`config.mk`:
```
export PLATFORM = sky130hd
export DESIGN_NAME = user_event_queue_flat
export DESIGN_NICKNAME = d
export VERILOG_FILES = /design/src/rtl/user_event_queue_pkg.sv /design/src/rtl/user_event_queue_if.sv /design/src/rtl/user_event_queue_button_debounce.sv /design/src/rtl/user_event_queue.sv /design/src/flat_wrapper.sv
export SDC_FILE = /design/constraint.sdc
export NUM_CORES = 1
export LEC_CHECK = 0
export ABC_AREA = 0
export CAP_MARGIN = 10
export CORE_ASPECT_RATIO = 0.6
export CORE_UTILIZATION = 56
export CTS_CLUSTER_SIZE = 12
export DETAILED_ROUTE_END_ITERATION = 16
export GPL_ROUTABILITY_DRIVEN = 0
export GPL_TIMING_DRIVEN = 0
export PLACE_DENSITY = 0.87
export SYNTH_ARGS = -nofsm -noshare
export SYNTH_HDL_FRONTEND = slang
export SYNTH_SLANG_ARGS = --single-unit
export TNS_END_PERCENT = 20
```
`constraint.sdc`:
```
create_clock -name clk -period 3.75 [get_ports clk]
set_input_delay 0.5625 -clock clk [delete_from_list [all_inputs] [get_ports clk]]
set_output_delay 0.5625 -clock clk [all_outputs]
set_load 0.02 [all_outputs]
```
`src/rtl/user_event_queue_pkg.sv`:
```
// Shared definitions for the user event queue: event codes, button indices and arbitration order.
// Event codes reuse the codebase-wide `EV_* defines; they are only defined here if nothing else has.
`ifndef EV_LEFT
`define EV_LEFT     3'd1
`define EV_RIGHT    3'd2
`define EV_DOWN     3'd3
`define EV_ROTATE   3'd4
`define EV_NEW_GAME 3'd5
`endif

package user_event_queue_pkg;

    localparam int EV_W = 3;
    typedef logic [EV_W-1:0] ev_code_t;

    localparam int BTN_LEFT     = 0;
    localparam int BTN_RIGHT    = 1;
    localparam int BTN_DOWN     = 2;
    localparam int BTN_ROTATE   = 3;
    localparam int BTN_NEW_GAME = 4;
    localparam int BTN_CNT      = 5;

    // Highest priority first.
    localparam int BTN_PRIO [BTN_CNT] = '{BTN_NEW_GAME, BTN_ROTATE, BTN_DOWN, BTN_LEFT, BTN_RIGHT};

    localparam ev_code_t BTN_CODE [BTN_CNT] = '{`EV_LEFT, `EV_RIGHT, `EV_DOWN, `EV_ROTATE, `EV_NEW_GAME};

    // Buttons eligible for auto-repeat: LEFT, RIGHT, DOWN.
    localparam logic [BTN_CNT-1:0] REPEAT_MASK = 5'b00111;

    typedef enum logic [1:0] {
        REP_IDLE,
        REP_DELAY,
        REP_PERIOD
    } rep_state_t;

endpackage

```
`src/rtl/user_event_queue_if.sv`:
```
// Consumer-side event handshake of the user event queue.
interface user_event_if;
    import user_event_queue_pkg::*;

    ev_code_t event_o;
    logic     event_ready_o;
    logic     event_rd_req_i;
    logic     overflow_o;

    modport master (output event_o, output event_ready_o, output overflow_o, input event_rd_req_i);
    modport slave  (input event_o, input event_ready_o, input overflow_o, output event_rd_req_i);
endinterface

```
`src/rtl/user_event_queue_button_debounce.sv`:
```
// One push-button: 2-FF synchroniser, debounce counter, debounced level and a one-cycle press pulse.
module button_debounce #(
    parameter int DEBOUNCE_CYCLES = 250000
) (
    input  logic clk,
    input  logic rst,
    input  logic btn_raw,
    output logic level,
    output logic press
);
    localparam int CNT_W = (DEBOUNCE_CYCLES > 1) ? $clog2(DEBOUNCE_CYCLES) : 1;
    localparam logic [CNT_W-1:0] CNT_LAST = CNT_W'(DEBOUNCE_CYCLES - 1);

    logic             sync_1, sync_2;
    logic [CNT_W-1:0] cnt;

    // NOTE: sequential state uses non-blocking assignments so every flop samples pre-edge values.
    always_ff @(posedge clk or posedge rst) begin
        if (rst) begin
            sync_1 <= 1'b0;
            sync_2 <= 1'b0;
            cnt    <= '0;
            level  <= 1'b0;
            press  <= 1'b0;
        end else begin
            sync_1 <= btn_raw;
            sync_2 <= sync_1;
            press  <= 1'b0;
            if (sync_2 != level) begin
                if (cnt == CNT_LAST) begin
                    level <= ~level;
                    cnt   <= '0;
                    press <= ~level;
                end else begin
                    cnt <= cnt + 1'b1;
                end
            end else begin
                cnt <= '0;
            end
        end
    end
endmodule

```
`src/rtl/user_event_queue.sv`:
```
// Push-button front end: debounce, press detection, priority arbitration into a show-ahead FIFO.
// Auto-repeat on LEFT/RIGHT/DOWN is built only when USER_EVENT_AUTOREPEAT_EN is defined.
module user_event_queue
    import user_event_queue_pkg::*;
#(
    parameter int DEBOUNCE_CYCLES = 250000,
    parameter int REPEAT_DELAY    = 12500000,
    parameter int REPEAT_PERIOD   = 2500000,
    parameter int FIFO_DEPTH      = 4
) (
    input  logic               clk,
    input  logic               rst,
    input  logic [BTN_CNT-1:0] btn_i,
    user_event_if.master       ev
);
    localparam int AW = $clog2(FIFO_DEPTH);

    logic [BTN_CNT-1:0] level, press, repeat_set, pending, grant;
    logic               grant_valid;
    ev_code_t           grant_code;

    for (genvar b = 0; b < BTN_CNT; b++) begin : g_btn
        button_debounce #(.DEBOUNCE_CYCLES(DEBOUNCE_CYCLES)) u_deb (
            .clk     (clk),
            .rst     (rst),
            .btn_raw (btn_i[b]),
            .level   (level[b]),
            .press   (press[b])
        );
    end

`ifdef USER_EVENT_AUTOREPEAT_EN
    localparam int REP_MAX = (REPEAT_DELAY > REPEAT_PERIOD) ? REPEAT_DELAY : REPEAT_PERIOD;
    localparam int REP_W   = (REP_MAX > 1) ? $clog2(REP_MAX) : 1;
    localparam logic [REP_W-1:0] DELAY_LAST  = REP_W'(REPEAT_DELAY - 1);
    localparam logic [REP_W-1:0] PERIOD_LAST = REP_W'(REPEAT_PERIOD - 1);

    for (genvar b = 0; b < BTN_CNT; b++) begin : g_rep
        if (REPEAT_MASK[b]) begin : g_on
            rep_state_t       state, state_nx;
            logic [REP_W-1:0] cnt, cnt_nx;
            logic             fire;

            always_ff @(posedge clk or posedge rst) begin
                if (rst) begin
                    state <= REP_IDLE;
                    cnt   <= '0;
                end else begin
                    state <= state_nx;
                    cnt   <= cnt_nx;
                end
            end

            always_comb begin
                state_nx = state;
                cnt_nx   = cnt;
                fire     = 1'b0;
                if (press[b]) begin
                    state_nx = REP_DELAY;
                    cnt_nx   = '0;
                end else if (!level[b]) begin
                    state_nx = REP_IDLE;
                    cnt_nx   = '0;
                end else begin
                    case (state)
                        REP_DELAY, REP_PERIOD: begin
                            if (cnt == ((state == REP_DELAY) ? DELAY_LAST : PERIOD_LAST)) begin
                                fire     = 1'b1;
                                state_nx = REP_PERIOD;
                                cnt_nx   = '0;
                            end else begin
                                cnt_nx = cnt + 1'b1;
                            end
                        end
                        default: ;
                    endcase
                end
            end

            assign repeat_set[b] = fire;
        end else begin : g_off
            assign repeat_set[b] = 1'b0;
        end
    end
`else
    assign repeat_set = '0;
`endif

    // A repeat landing on a still-pending bit simply merges into it.
    always_ff @(posedge clk or posedge rst) begin
        if (rst) pending <= '0;
        else     pending <= (pending & ~grant) | (press & level) | repeat_set;
    end

    // NOTE: every combinational output gets a default first so no path can infer a latch.
    always_comb begin
        grant       = '0;
        grant_valid = 1'b0;
        grant_code  = '0;
        for (int i = 0; i < BTN_CNT; i++) begin
            if (!grant_valid && pending[BTN_PRIO[i]]) begin
                grant[BTN_PRIO[i]] = 1'b1;
                grant_valid        = 1'b1;
                grant_code         = BTN_CODE[BTN_PRIO[i]];
            end
        end
    end

    logic [AW:0] wr_ptr, rd_ptr;
    ev_code_t    mem [FIFO_DEPTH];
    ev_code_t    head;
    logic        empty, full, do_pop, do_push;
    logic        overflow;

    assign empty   = (wr_ptr == rd_ptr);
    assign full    = (wr_ptr[AW] != rd_ptr[AW]) && (wr_ptr[AW-1:0] == rd_ptr[AW-1:0]);
    assign do_pop  = ev.event_rd_req_i && !empty;
    assign do_push = grant_valid && (!full || do_pop);
    assign head    = mem[rd_ptr[AW-1:0]];

    // NOTE: storage has no reset; empty masks stale entries from the output.
    always_ff @(posedge clk) begin
        if (do_push) mem[wr_ptr[AW-1:0]] <= grant_code;
    end

    always_ff @(posedge clk or posedge rst) begin
        if (rst) begin
            wr_ptr   <= '0;
            rd_ptr   <= '0;
            overflow <= 1'b0;
        end else begin
            if (do_push) wr_ptr <= wr_ptr + 1'b1;
            if (do_pop)  rd_ptr <= rd_ptr + 1'b1;
            if (grant_valid && !do_push)           overflow <= 1'b1;
            else if (do_pop && head == `EV_NEW_GAME) overflow <= 1'b0;
        end
    end

    assign ev.event_o       = empty ? '0 : head;
    assign ev.event_ready_o = !empty;
    assign ev.overflow_o    = overflow;
endmodule

```
`src/flat_wrapper.sv`:
```
// flat-port wrapper written by rule: the top's interface ports become plain ports
module user_event_queue_flat import user_event_queue_pkg::*;
#(
    parameter int DEBOUNCE_CYCLES = 250000,
    parameter int REPEAT_DELAY    = 12500000,
    parameter int REPEAT_PERIOD   = 2500000,
    parameter int FIFO_DEPTH      = 4
)
  (clk, rst, btn_i, ev_event_o, ev_event_ready_o, ev_overflow_o, ev_event_rd_req_i);
  user_event_if ev_i ();
  input  logic clk;
  input  logic rst;
  input  logic [BTN_CNT-1:0] btn_i;
  output wire logic [$bits(ev_i.event_o)-1:0] ev_event_o;
  output wire logic [$bits(ev_i.event_ready_o)-1:0] ev_event_ready_o;
  output wire logic [$bits(ev_i.overflow_o)-1:0] ev_overflow_o;
  input wire logic [$bits(ev_i.event_rd_req_i)-1:0] ev_event_rd_req_i;
  assign ev_event_o = ev_i.event_o;
  assign ev_event_ready_o = ev_i.event_ready_o;
  assign ev_overflow_o = ev_i.overflow_o;
  assign ev_i.event_rd_req_i = ev_event_rd_req_i;
  user_event_queue #(.DEBOUNCE_CYCLES(DEBOUNCE_CYCLES), .REPEAT_DELAY(REPEAT_DELAY), .REPEAT_PERIOD(REPEAT_PERIOD), .FIFO_DEPTH(FIFO_DEPTH)) u_core (.clk(clk), .rst(rst), .btn_i(btn_i), .ev(ev_i));
endmodule
```
==> results.md <==
Outcome:
- The flow ran to the end, and the final reports show no timing, DRC or antenna violations.

CTS:
- The H-tree was split into 4 levels.
- The CTS tree is done.
- The clock drives 134 sinks.
- The number of resized instances in the post-cts repair step is 0.
- Clock-pin slew was measured on the worst setup and hold paths at roughly 60 ps.
- The cell chosen for the clock root is sky130_fd_sc_hd__clkbuf_16.
- In this run, post-CTS hold repair placed 0 buffers.
- The clock passes through at most 2 buffers.
- The CTS buffer count is 17.
- The number of setup buffers added after CTS is 0.
- The insertion delay of the later-clocked pin in the worst-skew pair is about 410 ps.

Global routing:
- The total routing resource utilization after global routing is 0.246.
- The maximum number of pins on one net before global-route repair is 46.
- The via count of the first global-routing pass was 4419.
- The overall overflow remaining after global route is 0.
- The initial antenna violation count is 0.
- The first global-routing pass estimated 21.6 mm of wire.

Routing:
- The post-detailed-route DRC marker count is 0.
- The total detailed-routing wirelength is ~13 mm.
- The average detailed-routed wire length per instance is 16.5 microns.
- Using the TritonRoute via totals, the vias-per-cell ratio works out to between 6 and 7.
- The first-pass iteration count of the detailed router is 5.
- The count of nets left with antenna violations once routing finished came out at 0.
- The starting DRC count in detailed routing is 476.
- The routed layout has approximately 4.6k vias.

Place:
- Including well taps, the total number of placed cells is 728.
- The wire-length estimate of the detail-placed layout is between 8 and 9 mm.
- In this run the tool buffered the top-level ports with 12 buffer cells.

Yosys:
- After synthesis, the most frequently instantiated cells are sky130_fd_sc_hd__dfrtp_1 (122), sky130_fd_sc_hd__nor2_1 (89), sky130_fd_sc_hd__xnor2_1 (56).
- A synthesized cell averages about 11 sq um.
- The prevailing post-synth register cell is sky130_fd_sc_hd__dfrtp_1.
- The number of nets handed over by synthesis was 593.
- Synthesis produced a netlist whose cell count is 575.
- The proportion of netlist area held by the largest area contributor is 0.495.
- The number of distinct library cells after synthesis is 38.
- Synthesis inferred 134 register bits.
- The mapped netlist covers about 0.006 sq mm.
- Yosys printed 0 warnings.
- The largest total area in the synthesized netlist belongs to sky130_fd_sc_hd__dfrtp_1.
- Of the synthesized area, sequential elements account for 0.553.
- In the post-synthesis netlist, the cell with the most instances is sky130_fd_sc_hd__dfrtp_1.
- By area the synthesized netlist is led by sky130_fd_sc_hd__dfrtp_1 (49%), sky130_fd_sc_hd__xnor2_1 (7.9%), sky130_fd_sc_hd__edfxtp_1 (5.8%).
- Counting flops with a built-in enable in the synthesized netlist gives 12.
- After synthesis, the share of flip-flops with an asynchronous set or reset is 0.910.

Die:
- The area of the core is ~0.011 sq mm.
- The initial core utilization is 0.581.
- From bottom edge to top edge, the die measures 83.3 microns.
- In this run the horizontal extent of the chip is 138 microns.
- The die area is between 0.01 and 0.015 sq mm.
- The number of core rows is 29.
- The number of ports placed on the die boundary is 13.

STA:
- For the pin with the worst max-slew slack, the measured transition is 867 ps.
- The number of endpoints with negative hold slack in the final report is 0.
- The clock period could shrink to just under 3000 ps.
- The setup-violating endpoint count in the final report is 0.
- Setup repair after global routing left no endpoint under its margin.
- The number of max-slew violations in the final report was 0.
- The headroom to the max-slew limit is 0.421.
- The share of the clock period used by the worst path after layout is 0.783.
- The final worst clock skew is between 7 and 8 ps.
- The upper clock frequency limit is 0.341 GHz.
- The sum of negative setup slack is 0 ps.

Final layout:
- The fraction of final layout cells sized beyond drive strength 1 is 0.0966.
- After the last flow step, the layout net total stands at ~630.
- The antenna diode count is 0.
- The area added between synthesis and finish is 15.8%.
- The final-layout fill cell count is approximately 730.
- The number of standard cells in the final layout excluding fillers is 760.

Critical path:
- Among all stages on the critical path, the largest delay is contributed by sky130_fd_sc_hd__mux4_2.
- Data arrives at the worst endpoint at around 2400 ps.
- The critical path is of the register to output port type.
- At the worst endpoint, the required time is 3190 ps.
- For this run, the slowest stage of the critical path takes roughly 580 ps.
- The critical-path maximum fanout is 5.
- The critical path endpoint category is an output port.
- Traced cell by cell, the critical path runs through clkbuf_1 -> mux4_2 -> and2_1 -> clkdlybuf4s50_1.
- The category of the worst setup path launch point is a register.

Power and ir drop:
- The leakage power is 2.87 nW.
- The worst-case IR drop observed on VDD is between 0.3 and 0.4 mV.
- For this design the ratio of total power to cell area is approximately 500 mW/mm^2.

Flow run:
- Max-cap violations in this run came to 0.

Worst hold path:
- The path class of the tightest hold or removal check is register to register.
[area by class of cell]
type,count,area (sq um),area share
flip-flops and latches,134,3410,0.477
multi-input cells,411,2640,0.369
clock buffers,25,527,0.0737
well taps,139,174,0.0243
repair buffers,14,160,0.0224
clock inverters,7,111,0.0156
inverters,22,86.3,0.0121
plain buffers,8,36.3,0.00508
[where the power goes]
part	switching, mW	internal [mW]
combinational	0.119	0.0870
clock	0.596	1.17
sequential	0.0397	1.50
[routing by layer]
layer	global-route usage	share of wire	vias up
met5	0	0	-
met4	0.0979	0.015	0
met3	0.0592	0.059	23
met2	0.369	0.47	185
met1	0.344	0.45	2254
li1	-	-	2104
[state kept, by name, indices dropped and copies added (netlist names)]
signal and count:
u_core.g_btn.u_deb.press 5, u_core.wr_ptr 3, u_core.g_btn.u_deb.sync_1 5, u_core.rd_ptr 3
u_core.mem 12, u_core.g_btn.u_deb.cnt 90, u_core.ev.overflow_o 1, u_core.pending 5
u_core.g_btn.u_deb.sync_2 5, u_core.g_btn.u_deb.level 5
[worst paths after layout]
check                                               end  slack [ps]  depth (start not counted)                          start
min                        u_core.g_btn[2].u_deb.sync_2         350                          0   u_core.g_btn[2].u_deb.sync_1
min reg2reg                u_core.g_btn[2].u_deb.sync_2         350                          0   u_core.g_btn[2].u_deb.sync_1
max in group asynchronous  u_core.g_btn[1].u_deb.cnt[8]        2380                          3                            rst
max reg2reg                u_core.g_btn[4].u_deb.cnt[7]        1410                          5  u_core.g_btn[4].u_deb.cnt[10]
min in group asynchronous  u_core.g_btn[4].u_deb.sync_1         670                          2                            rst
max                                       ev_event_o[2]         810                          4               u_core.rd_ptr[0]
[critical path, delay by kind of cell (launching register included)]
family        cells  cell delay (ps)
buf+inv           2              860
flops             1              350
mux               1              580
simple gates      1              180
[metrics by stage]
stage                     hold WS, ps  utilization  instance area [sq um]  worst slack (ps)  total power [mW]
after CTS                         348        0.672                   7150               783              3.54
after global routing              353        0.672                   7150               699              3.64
after floorplan                   331            -                   6180              1690              1.70
final                             347        0.672                   7150               814              3.51
after detailed placement          335        0.612                   6510              1240              1.76
after global placement            335        0.609                   6470               667              1.75
[cells in the final DEF, fill, tap and decap left out, drive strengths merged, types with 7 or more instances in the layout]
master,netlist,layout
buf,5,7
nand3,33,33
ha,10,10
a21oi,20,20
dfrtp,122,122
nand2,31,31
or4,21,21
o21ai,8,8
edfxtp,12,12
xnor2,56,56
nor4,19,19
mux2,7,7
inv,22,22
and2,7,7
xor2,17,17
or3,10,10
nor3,11,11
clkbuf,3,28
nor2,89,89
clkdlybuf4s50,0,12
or2,9,9
nand4,19,19
o31ai,13,13
[cell families after synthesis]
kind of cell | Yosys count | synth area share
adder cells (fa/ha/maj) | 10 | 0.0203
buffers and inverters | 30 | 0.0193
flip-flops | 134 | 0.553
AO/OA/AOI/OAI | 53 | 0.0602
AND/OR/NAND/NOR | 265 | 0.220
multiplexers | 10 | 0.0237
XOR/XNOR | 73 | 0.104
No activity file was read; power rests on OpenSTA's default activity.
